`config.mk`:
```
export PLATFORM = sky130hd
export DESIGN_NAME = video_timing_gen_v2
export DESIGN_NICKNAME = d
export VERILOG_FILES = /design/src/rtl/video_timing_gen_v2.sv
export SDC_FILE = /design/constraint.sdc
export NUM_CORES = 1
export LEC_CHECK = 0
export CORE_ASPECT_RATIO = 0.9
export CORE_UTILIZATION = 30
export DETAILED_ROUTE_END_ITERATION = 8
export PLACE_DENSITY = 0.57
export SLEW_MARGIN = 20
export SYNTH_ARGS = -nofsm -noshare
export SYNTH_HDL_FRONTEND = slang
export SYNTH_SLANG_ARGS = --single-unit
```
`constraint.sdc`:
```
create_clock -name i_video_clk -period 7.57 [get_ports i_video_clk]
set_input_delay 1.514 -clock i_video_clk [delete_from_list [all_inputs] [get_ports i_video_clk]]
set_output_delay 1.514 -clock i_video_clk [all_outputs]
set_load 0.005 [all_outputs]
```
`src/rtl/video_timing_gen_v2.sv`:
```
// video_timing_gen_v2: parametrised raster timing generator (progressive or interlaced).
// Generates hsync, vsync, de and a read-ahead strobe rd from h/v counters. Configuration is
// captured into a shadow set and committed to the active set only when idle or at frame end,
// after a legality check.
// Optional feature: define VTG_FRAME_CNT_EN to add the 16-bit o_frm_cnt frame counter port.
module video_timing_gen_v2 #(
   parameter int unsigned CNT_W   = 13,
   parameter int unsigned RD_LEAD = 1,
   parameter bit          HS_POL  = 1'b1,
   parameter bit          VS_POL  = 1'b1
) (
   input  logic             i_video_clk,
   input  logic             i_rst_n,
   input  logic             i_enable,
   input  logic             i_cfg_load,
   input  logic             i_cfg_interlace,
   input  logic [CNT_W-1:0] i_hs_total,
   input  logic [CNT_W-1:0] i_vs_total,
   input  logic [CNT_W-1:0] i_hsyn_num,
   input  logic [CNT_W-1:0] i_vsyn_num,
   input  logic [CNT_W-1:0] i_start_pixel,
   input  logic [CNT_W-1:0] i_end_pixel,
   input  logic [CNT_W-1:0] i_start_H,
   input  logic [CNT_W-1:0] i_end_H,
   output logic             o_hsyn,
   output logic             o_vsyn,
   output logic             o_de,
   output logic             o_rd,
   output logic             o_field,
   output logic             o_sof,
   output logic             o_busy,
   output logic             o_cfg_ack,
   output logic             o_cfg_err
`ifdef VTG_FRAME_CNT_EN
   ,
   output logic [15:0]      o_frm_cnt
`endif
);

   localparam logic [CNT_W-1:0] CntOne  = CNT_W'(1);
   localparam logic [CNT_W-1:0] CntTwo  = CNT_W'(2);
   localparam logic [CNT_W-1:0] CntFour = CNT_W'(4);
   localparam logic [CNT_W-1:0] RdLead  = CNT_W'(RD_LEAD);

   typedef struct packed {
      logic             il;
      logic [CNT_W-1:0] h_tot;
      logic [CNT_W-1:0] v_tot;
      logic [CNT_W-1:0] hsyn;
      logic [CNT_W-1:0] vsyn;
      logic [CNT_W-1:0] sp;
      logic [CNT_W-1:0] ep;
      logic [CNT_W-1:0] sh;
      logic [CNT_W-1:0] eh;
   } cfg_t;

   typedef enum logic [0:0] {StIdle, StRun} state_e;

   // Lines per field: V when progressive, ceil(V/2) when interlaced (overflow-free form).
   function automatic logic [CNT_W-1:0] field_lines(input cfg_t c);
      return c.il ? ((c.v_tot >> 1) + {{(CNT_W-1){1'b0}}, c.v_tot[0]}) : c.v_tot;
   endfunction

   function automatic logic cfg_legal(input cfg_t c);
      logic [CNT_W-1:0] fl;
      fl = field_lines(c);
      return (c.h_tot >= CntFour) &&
             (c.v_tot >= (c.il ? CntFour : CntTwo)) &&
             (c.hsyn != '0) && (c.hsyn < c.h_tot) &&
             (c.vsyn != '0) && (c.vsyn < fl) &&
             (c.sp >= RdLead) && (c.sp < c.ep) && (c.ep <= c.h_tot) &&
             (c.sh < c.eh) && (c.eh <= fl);
   endfunction

   cfg_t             cfg_in, shadow_q, act_q;
   logic             pend_q, pend_d, valid_q, valid_d;
   state_e           state_q, state_d;
   logic [CNT_W-1:0] h_q, h_d, v_q, v_d;
   logic             h_last, v_last, frame_end, commit, legal, run;
   logic [CNT_W-1:0] fb, half, line_v;
   logic             in_field1, line_on, hs_d, vs_d, de_d, rd_d;
   logic             hs_q, vs_q, de_q, rd_q, field_q, sof_q, ack_q, err_q;

   assign cfg_in = '{il: i_cfg_interlace, h_tot: i_hs_total, v_tot: i_vs_total,
                     hsyn: i_hsyn_num, vsyn: i_vsyn_num, sp: i_start_pixel,
                     ep: i_end_pixel, sh: i_start_H, eh: i_end_H};

   assign run       = (state_q == StRun);
   assign h_last    = (h_q == act_q.h_tot - CntOne);
   assign v_last    = (v_q == act_q.v_tot - CntOne);
   assign frame_end = run && h_last && v_last;
   // A pending shadow commits immediately while idle, otherwise only on the last frame clock.
   assign commit    = pend_q && (!run || frame_end);
   assign legal     = cfg_legal(shadow_q);
   assign valid_d   = commit ? legal : valid_q;
   // A load on the commit clock keeps the new data pending for the next boundary.
   assign pend_d    = i_cfg_load | (pend_q & ~commit);

   // Shadow capture, commit into the active set, and the valid flag.
   always_ff @(posedge i_video_clk or negedge i_rst_n) begin
      if (!i_rst_n) begin
         shadow_q <= '0;
         act_q    <= '0;
         pend_q   <= 1'b0;
         valid_q  <= 1'b0;
      end else begin
         pend_q  <= pend_d;
         valid_q <= valid_d;
         if (i_cfg_load) begin
            shadow_q <= cfg_in;
         end
         if (commit) begin
            act_q <= legal ? shadow_q : '0;
         end
      end
   end

   // Run/idle control and raster counter next state.
   always_comb begin
      state_d = state_q;
      h_d     = h_q;
      v_d     = v_q;
      unique case (state_q)
         StIdle: begin
            h_d = '0;
            v_d = '0;
            if (i_enable && valid_q) begin
               state_d = StRun;
            end
         end
         StRun: begin
            if (frame_end) begin
               h_d = '0;
               v_d = '0;
               // valid_d: an illegal commit at this boundary also stops the raster.
               if (!(i_enable && valid_d)) begin
                  state_d = StIdle;
               end
            end else if (h_last) begin
               h_d = '0;
               v_d = v_q + CntOne;
            end else begin
               h_d = h_q + CntOne;
            end
         end
         default: state_d = StIdle;
      endcase
   end

   // State and counter registers.
   always_ff @(posedge i_video_clk or negedge i_rst_n) begin
      if (!i_rst_n) begin
         state_q <= StIdle;
         h_q     <= '0;
         v_q     <= '0;
      end else begin
         state_q <= state_d;
         h_q     <= h_d;
         v_q     <= v_d;
      end
   end

   // Decode sync/de/rd windows for the current counter position.
   always_comb begin
      fb        = field_lines(act_q);
      half      = act_q.h_tot >> 1;
      in_field1 = act_q.il && (v_q >= fb);
      line_v    = in_field1 ? (v_q - fb) : v_q;
      line_on   = (line_v >= act_q.sh) && (line_v < act_q.eh);
      hs_d      = (h_q < act_q.hsyn);
      vs_d      = (v_q < act_q.vsyn);
      if (in_field1) begin
         // Field1 vsync spans half a line later: (fb, H/2) up to (fb+vsyn, H/2).
         vs_d = ((v_q > fb) || (h_q >= half)) &&
                ((v_q < fb + act_q.vsyn) || ((v_q == fb + act_q.vsyn) && (h_q < half)));
      end
      de_d = line_on && (h_q >= act_q.sp) && (h_q < act_q.ep);
      rd_d = line_on && (h_q >= act_q.sp - RdLead) && (h_q < act_q.ep - RdLead);
   end

   // Registered outputs; everything inactive while idle.
   always_ff @(posedge i_video_clk or negedge i_rst_n) begin
      if (!i_rst_n) begin
         hs_q    <= 1'b0;
         vs_q    <= 1'b0;
         de_q    <= 1'b0;
         rd_q    <= 1'b0;
         field_q <= 1'b0;
         sof_q   <= 1'b0;
         ack_q   <= 1'b0;
         err_q   <= 1'b0;
      end else begin
         hs_q    <= run && hs_d;
         vs_q    <= run && vs_d;
         de_q    <= run && de_d;
         rd_q    <= run && rd_d;
         field_q <= run && in_field1;
         sof_q   <= run && (h_q == '0) && (v_q == '0);
         ack_q   <= commit && legal;
         err_q   <= commit && !legal;
      end
   end

   assign o_hsyn    = HS_POL ? hs_q : ~hs_q;
   assign o_vsyn    = VS_POL ? vs_q : ~vs_q;
   assign o_de      = de_q;
   assign o_rd      = rd_q;
   assign o_field   = field_q;
   assign o_sof     = sof_q;
   assign o_busy    = run;
   assign o_cfg_ack = ack_q;
   assign o_cfg_err = err_q;

`ifdef VTG_FRAME_CNT_EN
   logic [15:0] frm_cnt_q;

   // Frame counter: steps on each sof pulse, cleared by a legal commit while idle.
   always_ff @(posedge i_video_clk or negedge i_rst_n) begin
      if (!i_rst_n) begin
         frm_cnt_q <= '0;
      end else if (commit && legal && !run) begin
         frm_cnt_q <= '0;
      end else if (sof_q) begin
         frm_cnt_q <= frm_cnt_q + 16'd1;
      end
   end

   assign o_frm_cnt = frm_cnt_q;
`endif

endmodule

```
### After elaboration in Yosys (flattened, before gate mapping)

Cells that the tools add are included.

* register bits after elaboration: 247
* input port bits: 109
* output and inout port bits: 9

* $add $sub $neg: 10
* magnitude comparators: 22
* eq/ne operators: 4
* muxes and demuxes: 17
* bitwise logic cells: 4
* reductions and logical operators: 41

Operators by type and width (number)
* less-than comparator 13 bit: 10
* 2-to-1 mux 105 bit: 1
* 2-to-1 mux 13 bit: 7
* greater-or-equal comparator 13 bit: 4
* case mux 13 bit (2 select lines): 2
* subtractor 13 x 1 -> 13 bit, second input constant: 4
* == test 13 bit: 3
* logical AND 1 bit: 32
* adder 12 x 1 -> 13 bit: 2
* adder 13 x 1 -> 13 bit, second input constant: 2
* <= comparator 13 bit: 2
* logical NOT 13 bit: 2
* nonzero test 13 bit: 2
* adder 13 bit: 1
* greater-or-equal comparator 13 x 1 -> 1 bit, second input constant: 1
* greater-or-equal comparator 13 x 12 -> 1 bit: 1
* greater-or-equal comparator 13 x 3 -> 1 bit: 1
* greater-or-equal comparator 13 x 3 -> 1 bit, second input constant: 1
* greater-than comparator 13 bit: 1
* less-than comparator 13 x 12 -> 1 bit: 1
* subtractor 13 bit: 1
* 2-to-1 mux 1 bit: 5
* logical OR 1 bit: 3
* 2-to-1 mux 3 bit: 1
* other kinds (6): 8

### Logic depth before layout (Yosys ltp)

* word-level depth: 17
* gate-level depth with buffers: 26
* depth with buffers taken out: 25

### Worst setup path after synthesis

No wires, ideal clock.

* path type: reg2reg
* start point: register act_q[78] in the netlist's numbering
* end point: register rd_q (netlist: o_rd)
* library setup time: 0.101 ns
* arrival: 4.940 ns
* data required time: 7.469 ns
* path slack: 2.529 ns
* cell stages (with the launch flop): 26
* period minus slack after synthesis: 5.041 ns
* path through: dfrtp_1 -> ha_1 -> ha_1 -> and4_1 -> and3_1 -> and3_1 -> o21bai_1 -> a21oi_1 -> inv_1 -> ha_1 -> nand4_1 -> nor2_1 -> o31a_1 -> o41ai_1 -> o21ai_1 -> clkbuf_1 -> nor2_1 -> a21oi_1 -> ha_1 -> a21o_1 -> a21o_1 -> a21oi_1 -> nor2_1 -> a2111oi_0 -> o21ai_0 -> nor4_1

* cells in the longest elaborated chain, start to end: 10
* elaborated cells on any way between the ends: 12
* those cells by class: add/sub: 2; order compare: 3; mux: 2; reduce/logical: 5

RTL lines
* from (decl): line 75 `cfg_t cfg_in, shadow_q, act_q;`
* from (signal assigned): line 113 `act_q <= legal ? shadow_q : '0;`
* adder 12 x 1 -> 13 bit: line 61 `return c.il ? ((c.v_tot >> 1) + {{(CNT_W-1){1'b0}}, c.v_tot[0]}) : c.v_tot;`
* 2-to-1 mux 13 bit *: line 61
* greater-or-equal comparator 13 bit: line 167 `in_field1 = act_q.il && (v_q >= fb);`
* logical AND 1 bit: line 167
* 2-to-1 mux 13 bit *: line 168 `line_v = in_field1 ? (v_q - fb) : v_q;`
* greater-or-equal comparator 13 bit / less-than comparator 13 bit (equally long branches): line 169 `line_on = (line_v >= act_q.sh) && (line_v < act_q.eh);`
* logical AND 1 bit *: line 169
* logical AND 1 bit * (2 in a row): line 178 `rd_d = line_on && (h_q >= act_q.sp - RdLead) && (h_q < act_q.ep - RdLead);`
* logical AND 1 bit *: line 196 `rd_q <= run && rd_d;`
* to (signal assigned): line 196
* to (decl): line 82 `logic hs_q, vs_q, de_q, rd_q, field_q, sof_q, ack_q, err_q;`

Every way passes the cells marked *; elsewhere a longest branch is shown, timed or not.
A chain may end at the register's enable or synchronous reset.

### Final worst setup path

Same ends and word-level chain as after synthesis.

==> flow_metrics.py <==
metrics = {
    "clocking": {
        "cts.repair.resized": 0,
        "cts_tree": "done",
        "cts_made_buffers": 34,
        "clk_path_buf_depth": 3,
        "postCtsSetupBuffers": 0,
        "cts_hold_buf": 0,
        "h-tree-depth": 2,
        "clkLatencyLatePin_ns": 0.54,
        "clock_sinks": 247,
        "cts-root-buf": "clkbuf_16",
        "clk_pin_slew_ns": 0.06,
    },
    "final_layout": {
        "num-fill-cells": 5882,
        "nets": 2345,
        "fin_area_um2": 20900,
        "area_delta_synth_final_pct": 17.2,
        "drive_above_1_share_pct": 8.12,
    },
    "setup_path": {
        "crit_type": "flip-flop to flip-flop",
        "start_kind": "flip-flop",
        "cp_common_cell": "ha_1",
        "worstPathCellList": "ha_1 -> ha_1 -> and4_1 -> and3_1 -> and3_1 -> o21bai_1 -> a21oi_1 -> inv_1 -> ha_1 -> nand4_1 -> nor2_1 -> o31a_1 -> o41ai_1 -> o21ai_2 -> buf_4 -> a21oi_1 -> ha_1 -> a21o_1 -> a21o_1 -> a21oi_1 -> nor2_1 -> a2111oi_0 -> o21ai_0 -> nor4_1",
        "critPathRequiredTime_ns": 8.01,
        "path_max_fanout": 24,
        "cp-end-kind": "flip-flop",
        "critPathSlowestCell": "o41ai_1",
        "crit_arrival_ns": 6.15,
        "critPathMaxStageDelay_ns": 0.61,
    },
    "pwr": {
        "swShare_pct": 27.0,
        "finalPower_w": 0.00351,
        "ir_drop_mv": 0.126,
        "comb_power_share_pct": 11.5,
        "pwr-share-seq_pct": 42.2,
        "power_density_nw_per_um2": 168,
        "clock_power_share_pct": 46.4,
        "p_int_w": 0.00256,
        "power_switching_w": 0.000947,
        "p_leak_nw": 9.81,
    },
    "timing": {
        "maxSlewHeadroom_pct": 26.6,
        "finalCritPeriodShare_pct": 75.5,
        "finalHoldViolCount": 0,
        "finalMaxSlewViolations": 0,
        "fmax_ghz": 0.175,
        "setup_violations": 0,
        "setup-tns-final_ns": 0,
        "tightestPinTransition_ns": 1.10,
        "skew_ns": 0.0205,
        "post-route-min-period_ns": 5.71,
        "whs_ns": 0.486,
        "rsz0062_at_grt": "no",
    },
    "grt": {
        "grt_pass1_wl_um": 87200,
        "grt_pass1_vias": 14600,
        "track_usage_pct": 18.8,
        "antenna_found_initial": 1,
        "grt_max_degree": 108,
        "grt_overflow_total": 0,
    },
    "route": {
        "ant_nets": 0,
        "drt_iter0_drc": 995,
        "remaining_drc_errors": 0,
        "num_vias": 14500,
        "viasPerCell": 5.17,
        "postRouteWirelength_um": 55800,
        "wl_per_cell_um": 20.0,
        "drtPass1Iterations": 5,
    },
    "yosys": {
        "syn_avg_cell_area_um2": 9.33,
        "ys_ff_latch": 247,
        "synth_common_cells": "dfrtp_1, ha_1, nand2_1, inv_1, o21ai_0",
        "yosysTopAreaCell": "dfrtp_1",
        "synth_edf_count": 0,
        "synth_async_sr_flop_share_pct": 100,
        "syn-cell-area_um2": 17800,
        "ys_warn_count": 0,
        "netlist_top_cells_area": "dfrtp_1, ha_1, mux2i_1, nand2_1, mux2_2",
        "synth_ff_type": "dfrtp_1",
        "synth.net_count": 2259,
        "synth_most_common_cell": "dfrtp_1",
        "yosysSeqAreaShare_pct": 34.7,
        "synth_top_area_share_pct": 34.7,
        "synthCells": 1911,
        "ys_types": 73,
    },
    "floorplanning": {
        "core.rowCount": 84,
        "dieArea_um2": 60400,
        "start_util_pct": 30.4,
        "core_region_area_um2": 58500,
        "die_width_um": 259,
        "pin_count": 118,
        "die_h_um": 233,
    },
    "run": {
        "maxCapViolCount": 0,
    },
    "min_path": {
        "hold_path_class": "flip-flop to flip-flop",
    },
    "placed_design": {
        "place_area_um2": 19800,
        "io_buffers": 117,
        "finalWeightedCongestion": 0.917,
        "dp_hpwl_um": 42300,
    },
    "status": {
        "status": "complete, no violations",
    },
}
==> stage by stage <==
step / cells / util, % / worst slack, ns
3_5_place_dp: 2735 / 33.8 / 1.96
4_1_cts: 2794 / 35.7 / 1.94
6_report: 2795 / 35.7 / 1.86
2_1_floorplan: 1911 / - / 2.53
3_3_place_gp: 2735 / 33.8 / 1.96
5_1_grt: 2794 / 35.7 / 1.35
==> routing by layer <==
layer	routed length [um]	GRT usage, %	share of wire (%)
met3	2760	2.57	5.0
met4	1410	5.86	2.5
met2	23700	28.2	42
met5	0	0	0
met1	27900	27.6	50
==> logic make-up after synthesis <==
| kind of cell | Yosys count | synth area share, % |
|---|---|---|
| AOI/OAI and AO/OA | 370 | 13.4 |
| xor gates and xnor gates | 93 | 4.57 |
| adders and majority gates | 239 | 16.9 |
| buffers and inverters | 242 | 5.22 |
| DFF | 247 | 34.7 |
| muxes | 164 | 9.68 |
| and+or+nand+nor | 556 | 15.6 |
==> final timing paths <==
kind	end	slack, ns	cells past startpoint	from
max	o_rd	1.86	24	act_q[78]
min	valid_q	0.49	1	valid_q
max reg2reg	o_rd	1.86	24	act_q[78]
min reg2reg	valid_q	0.49	1	valid_q
max in group asynchronous	act_q[9]	4.93	2	i_rst_n
min in group asynchronous	o_cfg_err	1.03	1	i_rst_n
==> critical path, delay by kind of cell, from the launching register on <==
family          cells  cell delay (ns)
flops               1             0.42
simple gates        7             1.25
fa+ha+maj           4             1.13
compound gates     11             2.52
buf+inv             2             0.31
==> power by group through the flow <==
stage,sequential [W],combinational (W),clock [W]
after floorplan,0.00144,0.000243,0
after global routing,0.00148,0.000458,0.00172
after detailed placement,0.00150,0.000404,0
final,0.00148,0.000402,0.00163
after CTS,0.00148,0.000408,0.00167
after global placement,0.00150,0.000395,0
==> final cells by class <==
cell class | count | area [um^2] | share of cell area (%)
Inverter | 162 | 608 | 2.91
Multi-Input combinational cell | 1422 | 10700 | 51.4
Clock inverter | 14 | 159 | 0.761
Timing Repair Buffer | 130 | 1270 | 6.09
Sequential cell | 247 | 6180 | 29.6
Clock buffer | 45 | 963 | 4.61
Antenna cell | 1 | 2.50 | 0.0120
Tap cell | 774 | 968 | 4.64
==> layout by cell type, fill, tap and decap left out, types with 6 or more instances in the layout <==
cell / instances
a21o_1: 34
nand2b_1: 20
o22ai_1: 6
o21a_1: 23
a31oi_1: 6
nor2b_1: 27
nand2_1: 204
a2111oi_0: 9
clkbuf_16: 35
inv_1: 162
clkinv_2: 7
nor3_1: 35
o21ai_0: 105
dfrtp_1: 247
or3_1: 13
clkdlybuf4s50_1: 115
nor4_1: 29
mux2i_1: 97
and4_1: 7
a21bo_2: 14
nand4_1: 57
a21boi_0: 6
o211ai_1: 11
mux2_2: 67
xor2_1: 31
nor2_1: 71
a211oi_1: 8
xnor2_1: 62
buf_4: 14
ha_1: 237
a21oi_1: 93
nand3_1: 38
and2_1: 10
and3_1: 16
==> sequential cells by signal, indices dropped and copies added, names as in the netlist, 13 cells and up <==
register and flops:
v_q 13, h_q 13, act_q 105, shadow_q 105
No activity file was read; power rests on OpenSTA's default activity.
